$ cat config.mk
export PLATFORM = sky130hd
export DESIGN_NAME = sprite_rom_arbiter
export DESIGN_NICKNAME = d
export VERILOG_FILES = /design/src/rtl/sprite_rom_arbiter.sv
export SDC_FILE = /design/constraint.sdc
export NUM_CORES = 1
export LEC_CHECK = 0
export CAP_MARGIN = 30
export CORE_UTILIZATION = 33
export DETAILED_ROUTE_END_ITERATION = 7
export HOLD_SLACK_MARGIN = 0.06
export PLACE_DENSITY = 0.86
export SLEW_MARGIN = 20
export SYNTH_ARGS = -nofsm -noshare
export SYNTH_HDL_FRONTEND = slang
export SYNTH_SLANG_ARGS = --single-unit
$ cat constraint.sdc
create_clock -name clk -period 3.75 [get_ports clk]
set_input_delay 0.75 -clock clk [delete_from_list [all_inputs] [get_ports clk]]
set_output_delay 0.75 -clock clk [all_outputs]
set_load 0.02 [all_outputs]
$ cat src/rtl/sprite_rom_arbiter.sv
// Two-requester arbiter for the shared single-port sprite ROM (door + heart renderers).
// Define SPRITE_ARB_FIXED_PRIO_EN to give the door renderer absolute priority instead of round-robin.
`timescale 1ns/1ps

module sprite_rom_arbiter #(
  parameter int unsigned ADDR_W  = 15,
  parameter int unsigned DATA_W  = 24,
  parameter int unsigned ROM_LAT = 1
) (
  input  logic              clk,
  input  logic              reset,
  input  logic              req0_valid,
  input  logic [ADDR_W-1:0] req0_addr,
  output logic              req0_ready,
  input  logic              req1_valid,
  input  logic [ADDR_W-1:0] req1_addr,
  output logic              req1_ready,
  output logic              rom_en,
  output logic [ADDR_W-1:0] rom_addr,
  input  logic [DATA_W-1:0] rom_data,
  output logic              rsp0_valid,
  output logic              rsp1_valid,
  output logic [DATA_W-1:0] rsp_data
);

  typedef enum logic {
    REQ_DOOR  = 1'b0,
    REQ_HEART = 1'b1
  } req_id_t;

  localparam int unsigned DEPTH = ROM_LAT + 1;

  req_id_t          last;
  logic             gnt0;
  logic             gnt1;
  logic [DEPTH-1:0] tag_vld;
  req_id_t          tag_id [DEPTH];

  // Grant is a function of the valids and last only, so it never loops back through ready.
  always_comb begin
    gnt0 = 1'b0;
    gnt1 = 1'b0;
    if (!reset) begin
`ifdef SPRITE_ARB_FIXED_PRIO_EN
      gnt0 = req0_valid;
      gnt1 = req1_valid & ~req0_valid;
`else
      gnt0 = req0_valid & (~req1_valid | (last == REQ_HEART));
      gnt1 = req1_valid & (~req0_valid | (last == REQ_DOOR));
`endif
    end
  end

  assign req0_ready = gnt0;
  assign req1_ready = gnt1;

  always_ff @(posedge clk or posedge reset) begin
    if (reset) begin
      last     <= REQ_HEART;
      rom_en   <= 1'b0;
      rom_addr <= '0;
      tag_vld  <= '0;
      for (int unsigned i = 0; i < DEPTH; i++) begin
        tag_id[i] <= REQ_DOOR;
      end
    end else begin
      rom_en <= gnt0 | gnt1;
      if (gnt0) begin
        rom_addr <= req0_addr;
        last     <= REQ_DOOR;
      end else if (gnt1) begin
        rom_addr <= req1_addr;
        last     <= REQ_HEART;
      end
      // Stage 0 lines up with rom_en; the last stage lines up with rom_data.
      tag_vld   <= {tag_vld[DEPTH-2:0], gnt0 | gnt1};
      tag_id[0] <= gnt1 ? REQ_HEART : REQ_DOOR;
      for (int unsigned i = 1; i < DEPTH; i++) begin
        tag_id[i] <= tag_id[i-1];
      end
    end
  end

  assign rsp0_valid = tag_vld[DEPTH-1] & (tag_id[DEPTH-1] == REQ_DOOR);
  assign rsp1_valid = tag_vld[DEPTH-1] & (tag_id[DEPTH-1] == REQ_HEART);
  assign rsp_data   = rom_data;

endmodule

==> impl_metrics.json, run 1 <==
{
  "start_kind": "input pin",
  "crit_fanout": 17,
  "cp_num_buf_inv": 2,
  "clock_path_buffers": 2,
  "whs_ns": 0.375,
  "firstDrtPassIters": 4,
  "gp_congestion": 0.667,
  "drt_iter0_drc": 26,
  "min_from": "tag_id[1]",
  "syn_area_per_cell_um2": 8.99,
  "slowest_delay_ns": 0.61,
  "grt_setup_unrepaired": "false",
  "num-fill-cells": 313,
  "yosysWarnings": 0,
  "fmax_mhz": 330,
  "multi_input_area_um2": 379,
  "seq_area_um2": 502,
  "grt_start_max_net_pins": 32,
  "grt_pass1_wl_um": 4050,
  "critical_path_class": "input pin to output pin",
  "crit_family": "buffers and inverters",
  "io_pins": 102,
  "synth.top_cell.area_share_pct": 42.6,
  "numCtsBuffers": 3,
  "rows": 20,
  "dpl.hpwl_um": 1890,
  "post_synth_inst_count": 124,
  "drv_cap": 0,
  "busiest_layer": "met2",
  "tightest_slew_ns": 0.612,
  "setup_tns_ns": 0,
  "skew_ns": 0.00697,
  "first_global_vias": 870,
  "place_area_um2": 1480,
  "stdcell_count": 195,
  "cpMaxStageDelayCell": "clkdlybuf4s50_1",
  "post_cts_buffers": 0,
  "met1_usage_pct": 18.6,
  "portBuffers": 53,
  "antenna_found_initial": 0,
  "cts_num_sinks": 20,
  "drcViolationCount": 0,
  "fin_nets": 210,
  "ctsHoldBuffers": 0,
  "drive_above_1_share_pct": 7.28,
  "grt_overflow": 0,
  "cts_repair_resize_count": 0,
  "vdd_ir_drop_max_v": 0.000178,
  "dieArea_um2": 3610,
  "wl_per_cell_um": 13.3,
  "antenna_left": 0,
  "synth_seq_cells": 20,
  "via_per_inst": 4.93,
  "fin_util_pct": 48.9,
  "die_w_um": 60.1,
  "min_period_over_period_pct": 80.7,
  "cts_tree": "done",
  "use_met3_pct": 3.03,
  "area_growth_pct": 37.3,
  "yosys-top-cells-area": "dfrtp_1 (43%), buf_4 (17%), a31oi_1 (8.4%)",
  "r2r_start": "last",
  "worst_setup_path_end_kind": "output pin",
  "initial_core_util_pct": 35.6,
  "power_density_nw_per_um2": 413,
  "use_met2_pct": 25.4,
  "track_usage_pct": 15.3,
  "cp_cell_sequence": "clkdlybuf4s50_1, nand2b_2, nor2_1, clkdlybuf4s50_1",
  "yosys.cell_types.count": 18,
  "critPathArrivalTime_ns": 2.28,
  "setup_viol": 0,
  "synth_area_um2": 1110,
  "slew_violations": 0,
  "ctsRootBufferMaster": "clkbuf_4",
  "clock_latency_ns": 0.31,
  "p_leak_nw": 0.584,
  "startpoint": "reset",
  "synth_top_area_cell": "dfrtp_1",
  "final_hold_viol_count": 0,
  "hold_path_class": "register to register",
  "detailroute.via_count": 962,
  "post-route-min-period_ns": 3.03,
  "cpMostUsedCell": "clkdlybuf4s50_1",
  "num_antenna_cells": 0,
  "relSlewSlack_pct": 59.2,
  "fin_area_um2": 1530,
  "die_h_um": 60.1,
  "synth-seq-area-share_pct": 45.0,
  "required_ns": 3.00,
  "placed_cells": 191,
  "drt_wl_total_um": 2590,
  "core_area_um2": 3130,
  "clk_pin_slew_worst_paths_ns": 0.13,
  "status": "completed",
  "syn_nets": 182,
  "htree_levels": 1
}
==> kinds of logic after synthesis <==
family	after synthesis	share of synthesized area [%]
DFF	20	45.0
buffers and inverters	32	21.0
and+or+nand+nor	39	17.1
AOI/OAI and AO/OA	33	16.9
==> final cells by class <==
| class | instances | area share (%) |
|---|---|---|
| tap | 44 | 3.60 |
| timing repair buffer | 54 | 35.2 |
| clock buffer | 3 | 1.47 |
| multi-input combinational | 72 | 24.8 |
| sequential | 20 | 32.8 |
| inverter | 1 | 0.245 |
| clock inverter | 1 | 1.96 |
==> cells in the mapped netlist (all sizes together) <==
cell type	count
buf	31
nor2	16
o21ai	16
nand2	2
nand3	15
and2b	2
a21oi	1
nor2b	1
dfrtp	19
and2	1
inv	1
nand2b	2
o21ba	1
dfstp	1
a31oi	15
==> registers in the layout, indices dropped and copies added (netlist names) <==
signal	cells
last	1
rom_addr	15
tag_id	2
tag_vld	2
==> power by group <==
group	leakage (nW)	internal (W)	total, W	switching, W
Clock	0.0279	0.000108	0.000181	0.0000729
Combinational	0.328	0.0000975	0.000191	0.0000939
Sequential	0.229	0.000245	0.000260	0.0000154
Total	0.584	0.000450	0.000632	0.000182
==> worst paths after layout <==
| check | to | slack, ns | cells past startpoint |
|---|---|---|---|
| max | req0_ready | 0.72 | 4 |
| min | tag_id[0] | 0.37 | 0 |
| max reg2reg | rom_addr[0] | 2.40 | 3 |
| min reg2reg | tag_id[0] | 0.37 | 0 |
| max in group asynchronous | last | 2.66 | 3 |
| min in group asynchronous | rom_addr[4] | 0.83 | 3 |
==> worst register-to-register path, cell delays in order (launching register included) <==
cell and delay (ns):
dfstp_2 0.58, and2b_2 0.32, o21ai_0 0.19, a31oi_1 0.12
==> through the flow <==
stage          worst slack [ns]  power [W]
2_1_floorplan              1.28   0.000396
3_3_place_gp              0.728   0.000452
3_5_place_dp              0.706   0.000458
4_1_cts                   0.709   0.000635
5_1_grt                   0.596   0.000663
6_report                  0.724   0.000632
==> cell usage in the layout (no fill, tap or decap) <==
cell type / n
o21ai_0: 14
and2_1: 1
a31oi_1: 15
buf_4: 1
dfstp_2: 1
o21ba_2: 1
bufinv_16: 1
inv_1: 1
nor2b_1: 1
and2b_2: 2
o21ai_1: 2
a21oi_1: 1
clkbuf_4: 3
nor2_1: 16
dfrtp_1: 19
clkdlybuf4s50_1: 53
nand3_1: 15
nand2_1: 2
nand2b_2: 2
==> layer usage <==
layer / wire [um] / share of wire (%)
met1: 1050 / 41
met2: 1350 / 52
met3: 151 / 5.8
met4: 41 / 1.6
met5: 0 / 0
(Power assumes the default switching activity.)
==> inputs of run 2 (changes only) <==
--- a/config.mk
+++ b/config.mk
@@ -6,10 +6,10 @@
 export NUM_CORES = 1
 export LEC_CHECK = 0
 export CAP_MARGIN = 30
-export CORE_UTILIZATION = 33
+export CORE_UTILIZATION = 28
 export DETAILED_ROUTE_END_ITERATION = 7
 export HOLD_SLACK_MARGIN = 0.06
-export PLACE_DENSITY = 0.86
+export PLACE_DENSITY = 0.77
 export SLEW_MARGIN = 20
 export SYNTH_ARGS = -nofsm -noshare
 export SYNTH_HDL_FRONTEND = slang
==> constraint.sdc (replaced) <==
create_clock -name clk -period 2.6 [get_ports clk]
set_input_delay 0.52 -clock clk [delete_from_list [all_inputs] [get_ports clk]]
set_output_delay 0.52 -clock clk [all_outputs]
set_load 0.02 [all_outputs]
==> run 2 against run 1 <==
Net effect:
- register-to-register slack got worse by 1.3 ns
- global-route usage decreased by 1.7 points
- critical path type unchanged
- first-iteration DRC count decreased by 50%
- via count increased by 0.31%
==> impl_metrics.json, run 2 (same netlist as run 1, synthesis figures left out) <==
{
  "layout_commonest_cell": "clkdlybuf4s50_1",
  "firstDrtPassIters": 4,
  "setup_tns_ns": 0,
  "setup_viol": 0,
  "post_cts_buffers": 0,
  "portBuffers": 53,
  "top_register": "rom_addr",
  "cts_tree": "done",
  "clock_latency_ns": 0.25,
  "antenna_left": 0,
  "track_usage_pct": 13.6,
  "clk_pin_slew_worst_paths_ns": 0.07,
  "drv_cap": 0,
  "grt_pass1_wl_um": 4450,
  "largest_reg_flops": 15,
  "final_hold_viol_count": 0,
  "cts_num_sinks": 20,
  "vdd_ir_drop_max_v": 0.000198,
  "tightest_slew_ns": 0.595,
  "ctsHoldBuffers": 0,
  "min_period_over_period_pct": 95.5,
  "dr.max_layer_used": "met4",
  "critical_path_class": "input pin to output pin",
  "area_growth_pct": 38.4,
  "relSlewSlack_pct": 60.3,
  "rows": 22,
  "dpl.hpwl_um": 1990,
  "htree_levels": 1,
  "drt_iter0_drc": 13,
  "power_density_nw_per_um2": 560,
  "met3_length_um": 138,
  "slew_violations": 0,
  "via_per_inst": 4.80,
  "p_leak_nw": 0.588,
  "reg_top3": "rom_addr (15), tag_id (2), tag_vld (2)",
  "numCtsBuffers": 3,
  "hold_path_class": "register to register",
  "initial_core_util_pct": 29.8,
  "post-route-min-period_ns": 2.48,
  "antenna_found_initial": 0,
  "status": "completed",
  "worst_setup_path_end_kind": "output pin",
  "io_pins": 102,
  "fin_util_pct": 41.2,
  "gp_congestion": 0.753,
  "drt_wl_total_um": 2750,
  "crit_fanout": 5,
  "skew_ns": 0.00509,
  "wl_met2_um": 1400,
  "layout_common_cells": "clkdlybuf4s50_1 (53), dfrtp_1 (19), nor2_1 (16)",
  "first_global_vias": 984,
  "totalPowerFinal_w": 0.000863,
  "die_h_um": 65.1,
  "critPathArrivalTime_ns": 1.96,
  "cts_repair_resize_count": 0,
  "grt_overflow": 0,
  "ctsRootBufferMaster": "clkbuf_8",
  "clock_path_buffers": 2,
  "grt_start_max_net_pins": 32,
  "start_kind": "input pin",
  "num_antenna_cells": 0,
  "wl_per_cell_um": 13.7,
  "detailroute.via_count": 965,
  "grt_setup_unrepaired": "false",
  "fmax_mhz": 403,
  "drive_above_1_share_pct": 7.84,
  "core_area_um2": 3740,
  "die_w_um": 65.1,
  "drcViolationCount": 0,
  "dieArea_um2": 4240,
  "fin_nets": 212,
  "drt-met1-wl_um": 1170,
  "required_ns": 2.08
}
==> run 2: layer usage <==
metal	global-route usage, %	up-vias
met3	1.74	4
met1	16.2	467
met5	0	-
met4	5.98	0
li1	-	462
met2	24.3	32
==> run 2: where the power goes <==
part           total [W]  leakage (nW)  internal (W)  switching [W]
clock network   0.000205        0.0228      0.000109      0.0000964
logic           0.000282         0.337      0.000144       0.000138
registers       0.000376         0.229      0.000354      0.0000226
total           0.000863         0.588      0.000606       0.000257
==> run 2: per-stage QoR <==
stage                     setup slack [ns]  hold slack (ns)  std cells  instance area (um^2)
final                                0.118            0.354        201                  1540
after detailed placement             0.101            0.337        197                  1500
after floorplan                      0.594            0.331        124                  1110
after CTS                            0.100            0.355        201                  1540
after global placement               0.100            0.337        197                  1500
after global routing                0.0250            0.360        201                  1540
==> run 2: worst max-delay path, cell delays in order <==
cell and delay [ns]:
clkdlybuf4s50_1 0.45, nand2b_2 0.23, nor2_1 0.14, clkdlybuf4s50_1 0.62
==> run 2: final cells by class <==
cell class                      count  area [um^2]
Fill cell                         393         2200
Timing Repair Buffer               56          553
Sequential cell                    20          502
Multi-Input combinational cell     72          379
Tap cell                           48         60.1
Clock buffer                        4         45.0
Inverter                            1         3.75
==> run 2: worst paths after layout <==
kind	startpoint	endpoint	slack [ns]	depth (start not counted)
hold reg to reg	tag_id[1]	tag_id[0]	0.35	0
max in group asynchronous	reset	last	1.63	3
setup / recovery	reset	req0_ready	0.12	4
setup reg to reg	last	rom_addr[11]	1.15	4
min in group asynchronous	reset	rom_addr[6]	0.69	3
hold / removal	tag_id[1]	tag_id[0]	0.35	0
